File: config.mk
export PLATFORM = sky130hd
export DESIGN_NAME = bw_seq_mult_7x5
export DESIGN_NICKNAME = d
export VERILOG_FILES = /design/src/rtl/bw_seq_mult_7x5.sv
export SDC_FILE = /design/constraint.sdc
export NUM_CORES = 1
export LEC_CHECK = 0
export ABC_AREA = 1
export ABC_CLOCK_PERIOD_IN_PS = 3500
export CAP_MARGIN = 20
export CORE_AREA = 2 2 82 84
export DETAILED_ROUTE_END_ITERATION = 16
export DIE_AREA = 0 0 84 86
export PLACE_DENSITY = 0.59
export SLEW_MARGIN = 20
export SYNTH_ARGS = -nofsm -noshare
export SYNTH_HDL_FRONTEND = slang
export SYNTH_SLANG_ARGS = --single-unit
File: constraint.sdc
create_clock -name clk -period 3.5 [get_ports clk]
set_input_delay 0.7 -clock clk [delete_from_list [all_inputs] [get_ports clk]]
set_output_delay 0.7 -clock clk [all_outputs]
set_load 0.01 [all_outputs]
File: src/rtl/bw_seq_mult_7x5.sv
// Sequential signed Baugh-Wooley multiplier: A_W x B_W -> A_W+B_W two's-complement product.
// Latency: product visible (out_valid) 5 edges after the accepting edge; one product per 7 cycles.
// Backpressure: DONE holds p/out_valid indefinitely while out_ready=0; in_ready only in IDLE.
//
// Ports:
//   clk, rst_n            clock, asynchronous active-low reset
//   in_valid/in_ready     operand handshake (a, b sampled on in_valid & in_ready)
//   a, b                  signed multiplicand / multiplier
//   out_valid/out_ready   result handshake, p stable while out_valid is high
//   p                     signed product
//   busy                  high whenever a product is in flight or waiting (RUN or DONE)
module bw_seq_mult_7x5 #(
    parameter int A_W = 7,
    parameter int B_W = 5
) (
    input  logic               clk,
    input  logic               rst_n,
    input  logic               in_valid,
    output logic               in_ready,
    input  logic [A_W-1:0]     a,
    input  logic [B_W-1:0]     b,
    output logic               out_valid,
    input  logic               out_ready,
    output logic [A_W+B_W-1:0] p,
    output logic               busy
);

    localparam int P_W = A_W + B_W;
    localparam int JW  = $clog2(B_W);
    localparam logic [JW-1:0] J_LAST = JW'(B_W - 1);
    // Baugh-Wooley correction constant: the inverted sign-row/sign-column cells
    // are compensated by pre-loading the accumulator with these three powers of two.
    localparam logic [P_W-1:0] ACC_INIT =
        P_W'((1 << (A_W - 1)) + (1 << (B_W - 1)) + (1 << (P_W - 1)));

    typedef enum logic [1:0] {
        IDLE = 2'd0,
        RUN  = 2'd1,
        DONE = 2'd2
    } state_t;

    state_t state, state_nxt;

    logic [A_W-1:0] ra;
    logic [B_W-1:0] rb;
    logic [P_W-1:0] acc;
    logic [JW-1:0]  j;

    logic [A_W-1:0] row;
    logic [P_W-1:0] row_ext;
    logic [P_W-1:0] acc_sum;
    logic           accept;
    logic           last_row;
    logic           j_bad;

    assign in_ready  = (state == IDLE);
    assign out_valid = (state == DONE);
    assign busy      = (state != IDLE);
    assign accept    = in_valid & in_ready;
    assign last_row  = (j == J_LAST);
    assign j_bad     = (j > J_LAST);

    // Row j of the cell array. The sign column (i = A_W-1) is inverted on every row
    // except the sign row; the sign row is inverted everywhere except the sign column,
    // so the sign-by-sign cell ends up uninverted.
    always_comb begin
        row = '0;
        for (int i = 0; i < A_W; i++) begin
            row[i] = (ra[i] & rb[j]) ^ ((i == A_W - 1) ^ last_row);
        end
    end

    assign row_ext = P_W'(row) << j;
    assign acc_sum = acc + row_ext;   // modulo 2^P_W, carry out discarded

    always_ff @(posedge clk or negedge rst_n) begin
        if (!rst_n) begin
            state <= IDLE;
        end else begin
            state <= state_nxt;
        end
    end

    always_comb begin
        state_nxt = state;
        case (state)
            IDLE: if (accept) state_nxt = RUN;
            RUN: begin
                if (j_bad) begin
                    state_nxt = IDLE;
                end else if (last_row) begin
                    state_nxt = DONE;
                end
            end
            DONE:    if (out_ready) state_nxt = IDLE;
            default: state_nxt = IDLE;
        endcase
    end

    always_ff @(posedge clk or negedge rst_n) begin
        if (!rst_n) begin
            ra  <= '0;
            rb  <= '0;
            acc <= '0;
            j   <= '0;
            p   <= '0;
        end else begin
            case (state)
                IDLE: begin
                    if (accept) begin
                        ra  <= a;
                        rb  <= b;
                        acc <= ACC_INIT;
                        j   <= '0;
                    end
                end
                RUN: begin
                    if (!j_bad) begin
                        acc <= acc_sum;
                        if (last_row) begin
                            p <= acc_sum;
                            j <= '0;
                        end else begin
                            j <= j + JW'(1);
                        end
                    end
                end
                default: ;
            endcase
        end
    end

endmodule

# Word level (Yosys, flattened, before mapping)

Cells that the tools add are included.

$add $sub $neg: 2
Magnitude comparators: 2
Eq/ne operators: 7
Shift-type cells: 1
Muxes and demuxes: 14
Bitwise operators: 17
Reduce and logical (&&, ||, !) cells: 7

Operators by type and width:

| kind                                                        | number |
|---|---|
| 2-to-1 mux 12 bit                                           | 2 |
| case mux 12 bit (2 select lines)                            | 1 |
| adder 12 bit                                                | 1 |
| << shifter 7 x 3 -> 12 bit                                  | 1 |
| 2-to-1 mux 3 bit                                            | 3 |
| AND reduction 3 bit                                         | 3 |
| AND 1 bit                                                   | 8 |
| 2-to-1 mux 2 bit                                            | 4 |
| XOR 1 bit                                                   | 7 |
| case mux 2 bit (3 select lines)                             | 1 |
| case mux 3 bit (2 select lines)                             | 1 |
| less-than comparator 3 x 4 -> 1 bit (second input constant) | 1 |
| inequality test 2 x 1 -> 1 bit (second input constant)      | 2 |
| nonzero test 2 bit                                          | 2 |
| adder 3 x 1 -> 3 bit (second input constant)                | 1 |
| binary-select mux 1 bit (select 3 bit)                      | 1 |
| equality test 3 bit (second input constant)                 | 1 |
| greater-than comparator 3 bit (second input constant)       | 1 |
| inequality test 3 bit (second input constant)               | 1 |
| equality test 2 x 1 -> 1 bit (second input constant)        | 1 |
| equality test 2 bit (second input constant)                 | 1 |
| zero test 2 bit                                             | 1 |
| inequality test 2 bit (second input constant)               | 1 |
| NOT 1 bit                                                   | 2 |
| 2 further kinds                                             | 2 |

Register bits after elaboration: 41
Bits of input ports: 16
Word-level logic and storage cells: 56

# Depth between registers and ports, before layout

Gate-level depths: netlist of the first run.

Depth in word-level cells: 8
Mapped depth: 25

# Worst setup path after synthesis of the first run

OpenSTA, ideal clock, no wires.

Path type: reg-to-reg
Start: register j[1]
End: register p[8]
Data arrival time: 3.219 ns
Path slack: 0.198 ns
Stages on the path, launching flop included: 19
Buffers on the path: 2
Clock period less this slack: 3.302 ns
Cells stage by stage: dfrtp_1 > buf_2 > inv_2 > clkbuf_1 > ha_1 > nand2_1 > clkinv_1 > xor2_1 > mux2i_1 > mux2i_1 > nor2_1 > ha_1 > a21o_1 > a31oi_1 > o21ai_0 > a21oi_1 > o21ai_0 > xor2_1 > o21ai_0

Cells in the longest elaborated chain, start to end: 6
Elaborated cells between the ends (all ways): 23
Those cells by class: add/sub (1); order compare (1); eq/ne (1); shift (1); mux (2); bitwise (16); reduce/logical (1)

RTL lines:

| what                                   | line | text |
|---|---|---|
| start: declaration                     | 47   | `logic [JW-1:0] j;` |
| start signal: assignment               | 124  | `j <= j + JW'(1);` |
| binary-select mux 1 bit (select 3 bit) | 69   | `row[i] = (ra[i] & rb[j]) ^ ((i == A_W - 1) ^ last_row);` |
| 2-to-1 mux 1 bit (implied by the code) | 69   |  |
| AND 1 bit                              | 69   |  |
| XOR 1 bit                              | 69   |  |
| << shifter 7 x 3 -> 12 bit             | 73   | `assign row_ext = P_W'(row) << j;` |
| adder 12 bit                           | 74   | `assign acc_sum = acc + row_ext;` |
| end signal: assignment                 | 121  | `p <= acc_sum;` |
| end: declaration                       | 24   | `output logic [A_W+B_W-1:0] p,` |

Parallel ways exist; a longest one is shown, timed or not. The select of a mux whose other input is x is not followed.
A chain may end at the register's enable or synchronous reset.

# Worst setup path after layout of the first run

Start: register j[0]
End: register acc[8]

Cells in the longest elaborated chain, start to end: 8
Elaborated cells between the ends (all ways): 25
Those cells by class: add/sub (1); order compare (1); eq/ne (2); shift (1); mux (4); bitwise (15); reduce/logical (1)

RTL lines:

| what                                   | line | text |
|---|---|---|
| binary-select mux 1 bit (select 3 bit) | 69   |  |
| 2-to-1 mux 1 bit (implied by the code) | 69   |  |
| AND 1 bit                              | 69   |  |
| XOR 1 bit                              | 69   |  |
| << shifter 7 x 3 -> 12 bit             | 73   |  |
| adder 12 bit                           | 74   |  |
| 2-to-1 mux 12 bit                      | 118  | `if (!j_bad) begin` |
| case mux 12 bit (2 select lines)       | 108  | `case (state)` |
| end signal: assignment                 | 119  | `acc <= acc_sum;` |
| end: declaration                       | 46   | `logic [P_W-1:0] acc;` |

Parallel ways exist; a longest one is shown, timed or not. The select of a mux whose other input is x is not followed.

==> summary.txt, run 1 <==
Run status
  • Outcome: completed

Setup path
  • Worst Setup Start Kind: flip-flop
  • Worst R2R End: acc[8]
  • R2R depth: 16
  • CP Cell Sequence: inv_4 -> ha_1 -> nand2_2 -> clkinvlp_4 -> xor2_2 -> mux2i_2 -> mux2i_1 -> nor2_1 -> ha_2 -> a21o_1 -> a31oi_4 -> o21ai_2 -> a21oi_1 -> o21ai_1 -> xor2_1 -> o21ai_0
  • CP required: roughly 3700 ps
  • RR Startpoint: j[0]
  • Critical path's largest stage delay: a little over 400 ps
  • Worst path arrival time: roughly 3500 ps
  • Crit path kind: flip-flop to flip-flop
  • Critical path capture point type: flip-flop
  • Worst path slowest cell: dfrtp_1
  • Worst Path Max Fanout: 9
  • Worst R2R Setup Slack: 200 ps

Synth
  • Synth warn: 0
  • Area leader, netlist: dfrtp_1
  • Syn nets: 349
  • Cells after Synth: roughly 320
  • Syn Area/Cell: just under 8 um2
  • Post-synth ARST share: between 90% and 100%
  • Cell Area, Synth: 0.00248 mm2
  • Number of enable flip-flop cells after synthesis: 0
  • Synth Flop Type: dfrtp_1
  • Synth top area cells: dfrtp_1 41%, nand2_1 15%, ha_1 6.6%
  • Seq cells post-synth: 41
  • Top-area cell type share of the netlist area: roughly 41%
  • Number of library cell types mapped by synthesis: 35
  • Sequential element share of the synthesized area: around two fifths

Place
  • Pre-CTS setup slack: approximately 120 ps
  • DP HPWL: ~4.3 mm
  • RePlAce Congestion: between 0.9 and 1
  • IO Port Bufs: 30
  • Cells after DPL: between 400 and 500

Floorplan
  • # IOs: 31
  • Starting Density: 39.5%
  • Die Y: about 86 um
  • Cell row count: 29
  • Core Region: about 0.0063 mm2
  • Chip Width: 84 um
  • DIE AREA: just over 0.007 mm2

Timing
  • Clock skew: 5.58 ps
  • Slew HR: between 30% and 40%
  • Final hold violation count: 0
  • Final TNS setup: 0 ps
  • Fmax: between 0.3 and 0.4 GHz
  • Finish-stage setup viols: 0
  • Final Max Slew Viols: 0
  • Slew @ Worst Pin: between 900 and 1000 ps
  • Tcrit/Tclk final: a little over nine tenths
  • Post-route setup slack: 203 ps
  • Min Clock Period, post-route: 3300 ps
  • Final Hold Slack: a little under 500 ps

Routing
  • Antenna Violating Nets Remaining: 0
  • Routed WL per cell: between 10 and 15 um
  • Initial DRC count: roughly 120
  • Final WL: just under 6 mm
  • Residual DRC: 0
  • TritonRoute pass-1 iters: 4
  • DR vias/cell: 4.92
  • DR vias: between 2000 and 2500

Clock tree
  • CTS sink count: 41
  • Hold Buf Count CTS: 0
  • H-tree depth: 2
  • CTS tree: built
  • Root buffer cell: clkbuf_8
  • Clk_lat worst skew: between 200 and 300 ps
  • Worst-path clk slew: about 80 ps
  • Clock buffer depth: 2
  • Num CTS Buffers: 5

Cells and area
  • Final Non-Filler Cells: 440
  • N_diodes: 0
  • Register area: about 0.001 mm2
  • Fillers: ~630
  • Final net count: a little under 400
  • Area Overhead vs Synth: 25.4%
  • Layout cells sized above 1: roughly 13%
  • Commonest non-fill, non-tap cell in the layout: nand2_1
  • Commonest cells after routing, fill and taps aside: 101 x nand2_1, 41 x dfrtp_1, 29 x clkdlybuf4s50_1
  • Multi-input gate area: roughly 0.0014 mm2

GRT
  • Pin count of the biggest net entering global routing: between 40 and 50
  • GRT Total Usage: between 10% and 20%
  • Global-route wire length before repair: ~10 mm
  • Initial antenna violation count: 0
  • Total grt overflow: 0
  • Number of global-route vias before repair: roughly 2300

Worst hold path
  • Worst Hold Class: flip-flop to flip-flop
  • Hold EP: p[2]
  • Worst hold stages: 2
  • HP Start: p[2]

Job
  • Max cap viols: 0
==> per-stage QoR <==
step	utilization (%)	instance area (um2)
6_report	49.6	3110
5_1_grt	49.6	3110
4_1_cts	47.3	2970
3_5_place_dp	45.9	2880
3_3_place_gp	45.9	2880
2_1_floorplan	-	2480
==> cell families after synthesis <==
kind of cell / after synthesis / synth area share (%)
and+or+nand+nor: 153 / 26.3
AOI/OAI and AO/OA: 57 / 13.0
DFF: 41 / 41.4
buffers and inverters: 38 / 6.15
adders and majority gates: 14 / 7.36
xor gates and xnor gates: 12 / 4.24
muxes: 4 / 1.61
==> sequential cells by signal, summed over array words and instances (netlist names) <==
signal,count
acc,12
j,3
p,12
ra,7
rb,5
state,2
==> worst max-delay path by stage <==
| stage | start | to | slack [ps] | depth (start not counted) |
|---|---|---|---|---|
| final | j[0] | acc[8] | 200 | 16 |
| after global routing | j[0] | p[9] | -30 | 19 |
| after CTS | j[0] | p[8] | 100 | 16 |
| after floorplan | j[1] | p[8] | 200 | 18 |
| after global placement | j[0] | p[8] | 140 | 16 |
| after detailed placement | j[0] | p[8] | 120 | 16 |
==> worst max-delay path, delay by kind of cell (launching register included) <==
family / cells / cell delay, ps
buffers and inverters: 2 / 240
AOI/OAI and AO/OA: 6 / 850
and+or+nand+nor: 2 / 300
adders and majority gates: 2 / 560
muxes: 2 / 350
DFF: 1 / 410
xor gates and xnor gates: 2 / 430
==> routing by layer <==
layer	GRT usage, %	part of all wire (%)	vias up
li1	-	-	1132
met3	3.37	3.0	10
met5	0	0	-
met1	24.4	49	985
met2	28.9	46	39
met4	6.16	1.8	0
==> timing repair <==
| action | 4_1_cts | 5_1_grt |
|---|---|---|
| resized for setup | 0 | 22 |
| hold endpoints to repair | 0 | 0 |
| setup endpoints to repair | 0 | 10 |
| buffers inserted | 0 | 9 |
==> synth_stat cells, types with 2 or more instances <==
cell type	n
xor2_1	11
mux2i_1	4
nand2_2	2
o22ai_1	4
ha_1	13
inv_2	2
nor2_1	16
dfrtp_1	41
inv_1	26
buf_2	2
nand2_1	102
nand3_1	19
nand3_2	4
clkbuf_1	6
nand4_1	3
o21ai_1	4
o21bai_1	2
a31oi_1	3
o21ai_0	27
nor3_1	4
a21oi_1	10
==> cell type report <==
| class | count | area share [%] |
|---|---|---|
| sequential | 41 | 33.0 |
| tap | 77 | 3.10 |
| clock buffer | 7 | 2.77 |
| inverter | 29 | 3.78 |
| multi-input combinational | 240 | 43.9 |
| timing repair buffer | 46 | 13.5 |
Power of run 1 is left out: the tool's default activity adds up to more than one toggle a clock period on the data nets, which glitch-free logic cannot reach.
==> run 2: changes to the inputs <==
--- a/config.mk
+++ b/config.mk
@@ -8,10 +8,12 @@
 export ABC_AREA = 1
 export ABC_CLOCK_PERIOD_IN_PS = 3500
 export CAP_MARGIN = 20
-export CORE_AREA = 2 2 82 84
+export CORE_AREA = 4 4 84 86
 export DETAILED_ROUTE_END_ITERATION = 16
-export DIE_AREA = 0 0 84 86
+export DIE_AREA = 0 0 88 90
 export PLACE_DENSITY = 0.59
+export REMOVE_ABC_BUFFERS = 1
+export SKIP_CTS_REPAIR_TIMING = 1
 export SLEW_MARGIN = 20
 export SYNTH_ARGS = -nofsm -noshare
 export SYNTH_HDL_FRONTEND = slang
==> run 2 against run 1 <==
Utilization decreased by 0.34 points. Maximum frequency increased by 1.0%. Clock skew increased by 3.7 ps. Via count decreased by 0.42%. Design area decreased by 0.68%. Global-route usage decreased by 3.0 points. Wire length decreased by 5.0%. Critical endpoint is now acc[11].
==> summary.txt, run 2 (same netlist as run 1, synthesis figures left out) <==
Run status
  • Outcome: completed

GRT
  • Met2 Track Usage GR: between 20% and 30%
  • Met3 GRT Util: about 2.2%
  • Global-route wire length before repair: approximately 9.6 mm
  • Total grt overflow: 0
  • Top Usage Layer GRT: met2
  • GRT Total Usage: 15.0%
  • Pin count of the biggest net entering global routing: 42
  • Initial antenna violation count: 0
  • Number of global-route vias before repair: 2089
  • GR Layer Usage met1: about a fifth

Cells and area
  • Area Overhead vs Synth: 24.6%
  • Commonest cells after routing, fill and taps aside: 99 x nand2_1, 41 x dfrtp_1, 29 x clkdlybuf4s50_1
  • Fillers: between 600 and 700
  • Final net count: 389
  • Util after Layout: 49.2%
  • Layout cells sized above 1: between 10% and 20%
  • N_diodes: 0
  • Commonest non-fill, non-tap cell in the layout: nand2_1
  • Top flop regs: acc: 12 flops, p: 12 flops, ra: 7 flops
  • Post-route cell area: slightly above 0.003 mm2

Setup path
  • R2R depth: 20
  • Worst Setup Start Kind: flip-flop
  • CP required: 3690 ps
  • Delay-heaviest family, CP: compound AO/OA/AOI/OAI gates
  • Critical path capture point type: flip-flop
  • Worst R2R Setup Slack: ~240 ps
  • Most used cell, CP: nand2_1
  • Worst Path Max Fanout: 9
  • Crit path kind: flip-flop to flip-flop
  • Worst Setup SP: j[0]
  • CP Buf/Inv Count: 4
  • Worst path slowest cell: dfrtp_1
  • CP Cell Sequence: inv_4 -> ha_1 -> nand2_2 -> clkinvlp_4 -> xor2_1 -> or2_1 -> nand2_1 -> o21ai_1 -> o21ai_1 -> ha_2 -> a21oi_2 -> o21ai_2 -> nand2_1 -> o211ai_1 -> a31oi_2 -> inv_1 -> nand3_1 -> nand3_1 -> nand2_1 -> inv_1
  • Worst path arrival time: ~3500 ps
  • Critical path's largest stage delay: about 400 ps
  • RR Startpoint: j[0]
  • Worst R2R End: acc[11]

Routing
  • DR vias: around 2200
  • Final WL: ~5.6 mm
  • Residual DRC: 0
  • Routed WL per cell: 12.8 um
  • Antenna Violating Nets Remaining: 0
  • Initial DRC count: ~40
  • DR vias/cell: between 4 and 5
  • TritonRoute pass-1 iters: 4

Worst hold path
  • Hold EP: p[2]
  • Worst Hold Class: flip-flop to flip-flop
  • HP Start: p[2]
  • Worst hold stages: 2

Timing
  • Post-route setup slack: between 200 and 250 ps
  • Final Max Slew Viols: 0
  • Finish-stage setup viols: 0
  • Tcrit/Tclk final: 93.3%
  • Final hold violation count: 0
  • Final TNS setup: 0 ps
  • Clock skew: approximately 9.3 ps
  • Fmax: slightly above 0.3 GHz
  • Slew HR: between 30% and 40%
  • Slew @ Worst Pin: slightly above 900 ps
  • Min Clock Period, post-route: 3260 ps

Clock tree
  • Clk_lat worst skew: between 200 and 300 ps
  • Clock buffer depth: 2
  • H-tree depth: 2
  • Root buffer cell: clkbuf_8
  • CTS sink count: between 40 and 50
  • Worst-path clk slew: about 90 ps
  • CTS tree: built
  • Num CTS Buffers: 5

Floorplan
  • DIE AREA: between 0.007 and 0.008 mm2
  • Core Region: 0.00628 mm2
  • Cell row count: 29
  • Starting Density: between 30% and 40%
  • Die Y: 90 um
  • # IOs: 31
  • Chip Width: about 90 um

Place
  • RePlAce Congestion: ~0.83
  • Pre-CTS setup slack: just over 90 ps
  • IO Port Bufs: 30
  • Placed instance area: about 0.0029 mm2
  • DP HPWL: about 4.3 mm

Job
  • Max cap viols: 0
## run 2: worst max path at each step
| stage | end | slack, ps | cells after the start |
|---|---|---|---|
| finish | acc[11] | 240 | 20 |
| global route | acc[8] | -60 | 16 |
| CTS | p[8] | 70 | 16 |
| detailed placement | p[8] | 90 | 16 |
| global placement | p[8] | 90 | 16 |
| floorplan | p[8] | 270 | 16 |
## run 2: per-stage QoR
| step | instances | hold slack, ps |
|---|---|---|
| CTS | 434 | 489 |
| global route | 437 | 504 |
| floorplan | 310 | 404 |
| detailed placement | 426 | 467 |
| global placement | 426 | 459 |
| finish | 437 | 483 |
## run 2: final cells by class
class,count,area [um2],area share (%)
well taps,77,96.3,3.12
repair buffers,42,389,12.6
inverters,29,115,3.72
flip-flops and latches,41,1030,33.2
multi-input cells,240,1370,44.5
clock buffers,5,68.8,2.23
clock inverters,3,21.3,0.688
## run 2: tightest hold or removal path, delay by kind of cell, from the launching register on
kind	cells	cell delay, ps
simple gates	2	100
flops	1	360
## run 2: layer usage
layer / share of wire, % / wire, um
met1: 45 / 2550
met2: 51 / 2860
met3: 3.2 / 178
met4: 0.43 / 24
met5: 0 / 0
Power of run 2 is left out for the same reason.
==> run 3: changes to the inputs <==
--- a/config.mk
+++ b/config.mk
@@ -8,9 +8,9 @@
 export ABC_AREA = 1
 export ABC_CLOCK_PERIOD_IN_PS = 3500
 export CAP_MARGIN = 20
-export CORE_AREA = 4 4 84 86
+export CORE_AREA = 2 2 82 84
 export DETAILED_ROUTE_END_ITERATION = 16
-export DIE_AREA = 0 0 88 90
+export DIE_AREA = 0 0 84 86
 export PLACE_DENSITY = 0.59
 export REMOVE_ABC_BUFFERS = 1
 export SKIP_CTS_REPAIR_TIMING = 1
==> run 3 against run 2 <==
Clock-buffer cell count rose by 2. Largest cell class unchanged. Die area fell by 8.8%. Non-clock buffer count fell by 4. Sequential share of layout area rose by 0.35 points. Clock skew rose by 2.2 ps. Flip-flop and latch count did not move. Worst setup slack got worse by 48 ps. Wire length fell by 1.6%. Maximum frequency fell by 1.4%.
==> summary.txt, run 3 (same netlist as run 1, synthesis figures left out) <==
Run status
  • Outcome: completed

Cells and area
  • Final net count: between 300 and 400
  • Area Overhead vs Synth: 23.2%
  • Post-route cell area: 0.00306 mm2
  • Layout cells sized above 1: between 10% and 20%
  • Util after Layout: 48.7%
  • Top flop regs: acc: 12 flops, p: 12 flops, ra: 7 flops
  • Fillers: ~630
  • N_diodes: 0
  • Commonest cells after routing, fill and taps aside: 102 x nand2_1, 41 x dfrtp_1, 29 x clkdlybuf4s50_1
  • Commonest non-fill, non-tap cell in the layout: nand2_1

Setup path
  • CP Cell Sequence: inv_2 -> ha_1 -> nand2_1 -> clkinvlp_4 -> xor2_1 -> mux2i_1 -> o21ai_0 -> o21ai_0 -> ha_1 -> a21oi_1 -> nand2_1 -> nand2_1 -> o2111ai_1 -> or2_2 -> a32o_1
  • Critical path's largest stage delay: approximately 360 ps
  • Critical path capture point type: flip-flop
  • R2R depth: 15
  • Most used cell, CP: nand2_1
  • Worst Setup Start Kind: flip-flop
  • Worst path arrival time: around 3500 ps
  • Worst path slowest cell: dfrtp_1
  • Crit path kind: flip-flop to flip-flop
  • Worst R2R End: acc[10]
  • Worst R2R Setup Slack: 190 ps
  • RR Startpoint: j[0]
  • Worst Path Max Fanout: 9
  • CP required: 3700 ps

GRT
  • GRT Total Usage: roughly 16%
  • Total grt overflow: 0
  • Number of global-route vias before repair: 2070
  • Global-route wire length before repair: around 9.4 mm
  • Pin count of the biggest net entering global routing: 42
  • Initial antenna violation count: 0

Timing
  • Fmax: a little over 0.3 GHz
  • Final TNS setup: 0 ps
  • Final Max Slew Viols: 0
  • Clock skew: between 10 and 15 ps
  • Finish-stage setup viols: 0
  • Slew HR: roughly two fifths
  • Final hold violation count: 0
  • Min Clock Period, post-route: 3310 ps
  • Slew @ Worst Pin: 919 ps
  • Final Hold Slack: around 480 ps
  • Tcrit/Tclk final: a little over nine tenths

Clock tree
  • H-tree depth: 2
  • Worst-path clk slew: ~80 ps
  • Clk_lat worst skew: roughly 300 ps
  • Root buffer cell: clkbuf_8
  • CTS sink count: 41
  • Num CTS Buffers: 5
  • CTS tree: built
  • Clock buffer depth: 2

Floorplan
  • Chip Width: about 84 um
  • Die Y: 86 um
  • Core Region: 0.00628 mm2
  • DIE AREA: between 0.007 and 0.008 mm2
  • Starting Density: 39.5%
  • # IOs: 31
  • Cell row count: 29

Place
  • RePlAce Congestion: about 0.93
  • IO Port Bufs: 30
  • Placed instance area: 0.00288 mm2
  • DP HPWL: between 4 and 5 mm

Routing
  • TritonRoute pass-1 iters: 4
  • Final WL: roughly 5.5 mm
  • Initial DRC count: between 70 and 80
  • Routed WL per cell: between 10 and 15 um
  • DR vias: about 2200
  • DR vias/cell: 4.99
  • Residual DRC: 0
  • Antenna Violating Nets Remaining: 0

Worst hold path
  • HP Start: ra[0]
  • Hold EP: ra[0]
  • Worst Hold Class: flip-flop to flip-flop
  • Worst hold stages: 2

Job
  • Max cap viols: 0
==> run 3: worst max-delay path: cells and delay by family, from the launching register on <==
| kind | cells | cell delay [ps] |
|---|---|---|
| AO/OA/AOI/OAI | 5 | 990 |
| AND/OR/NAND/NOR | 4 | 580 |
| buffers and inverters | 2 | 290 |
| multiplexers | 1 | 200 |
| adder cells (fa/ha/maj) | 2 | 580 |
| flip-flops | 1 | 360 |
| XOR/XNOR | 1 | 220 |
==> run 3: cell type report <==
class | count | area (um2) | share of cell area, %
clock buffer | 7 | 86.3 | 2.82
clock inverter | 1 | 30.0 | 0.982
inverter | 29 | 115 | 3.76
multi-input combinational | 240 | 1350 | 44.1
sequential | 41 | 1030 | 33.6
tap | 77 | 96.3 | 3.15
timing repair buffer | 38 | 355 | 11.6
==> run 3: worst max path at each step <==
stage / startpoint / endpoint / slack (ps) / cells after the start
after floorplan: j[0] / p[8] / 270 / 16
after global placement: j[0] / p[8] / 140 / 19
after detailed placement: j[1] / p[8] / 140 / 16
after CTS: j[1] / p[8] / 100 / 16
after global routing: j[1] / acc[11] / -70 / 20
final: j[0] / acc[10] / 190 / 15
==> run 3: stage by stage <==
stage / std cells / setup WS (ps)
after floorplan: 310 / 272
after global placement: 424 / 142
after detailed placement: 424 / 143
after CTS: 432 / 97.3
after global routing: 433 / -69.4
final: 433 / 188
==> run 3: per-layer routing <==
| layer | vias to the layer above | share of wire, % | global-route usage (%) |
|---|---|---|---|
| met3 | 7 | 3.1 | 4.04 |
| met2 | 41 | 49 | 27.5 |
| li1 | 1117 | - | - |
| met4 | 0 | 0.82 | 4.40 |
| met1 | 994 | 48 | 20.5 |
| met5 | - | 0 | 0 |
Power of run 3 is left out for the same reason.
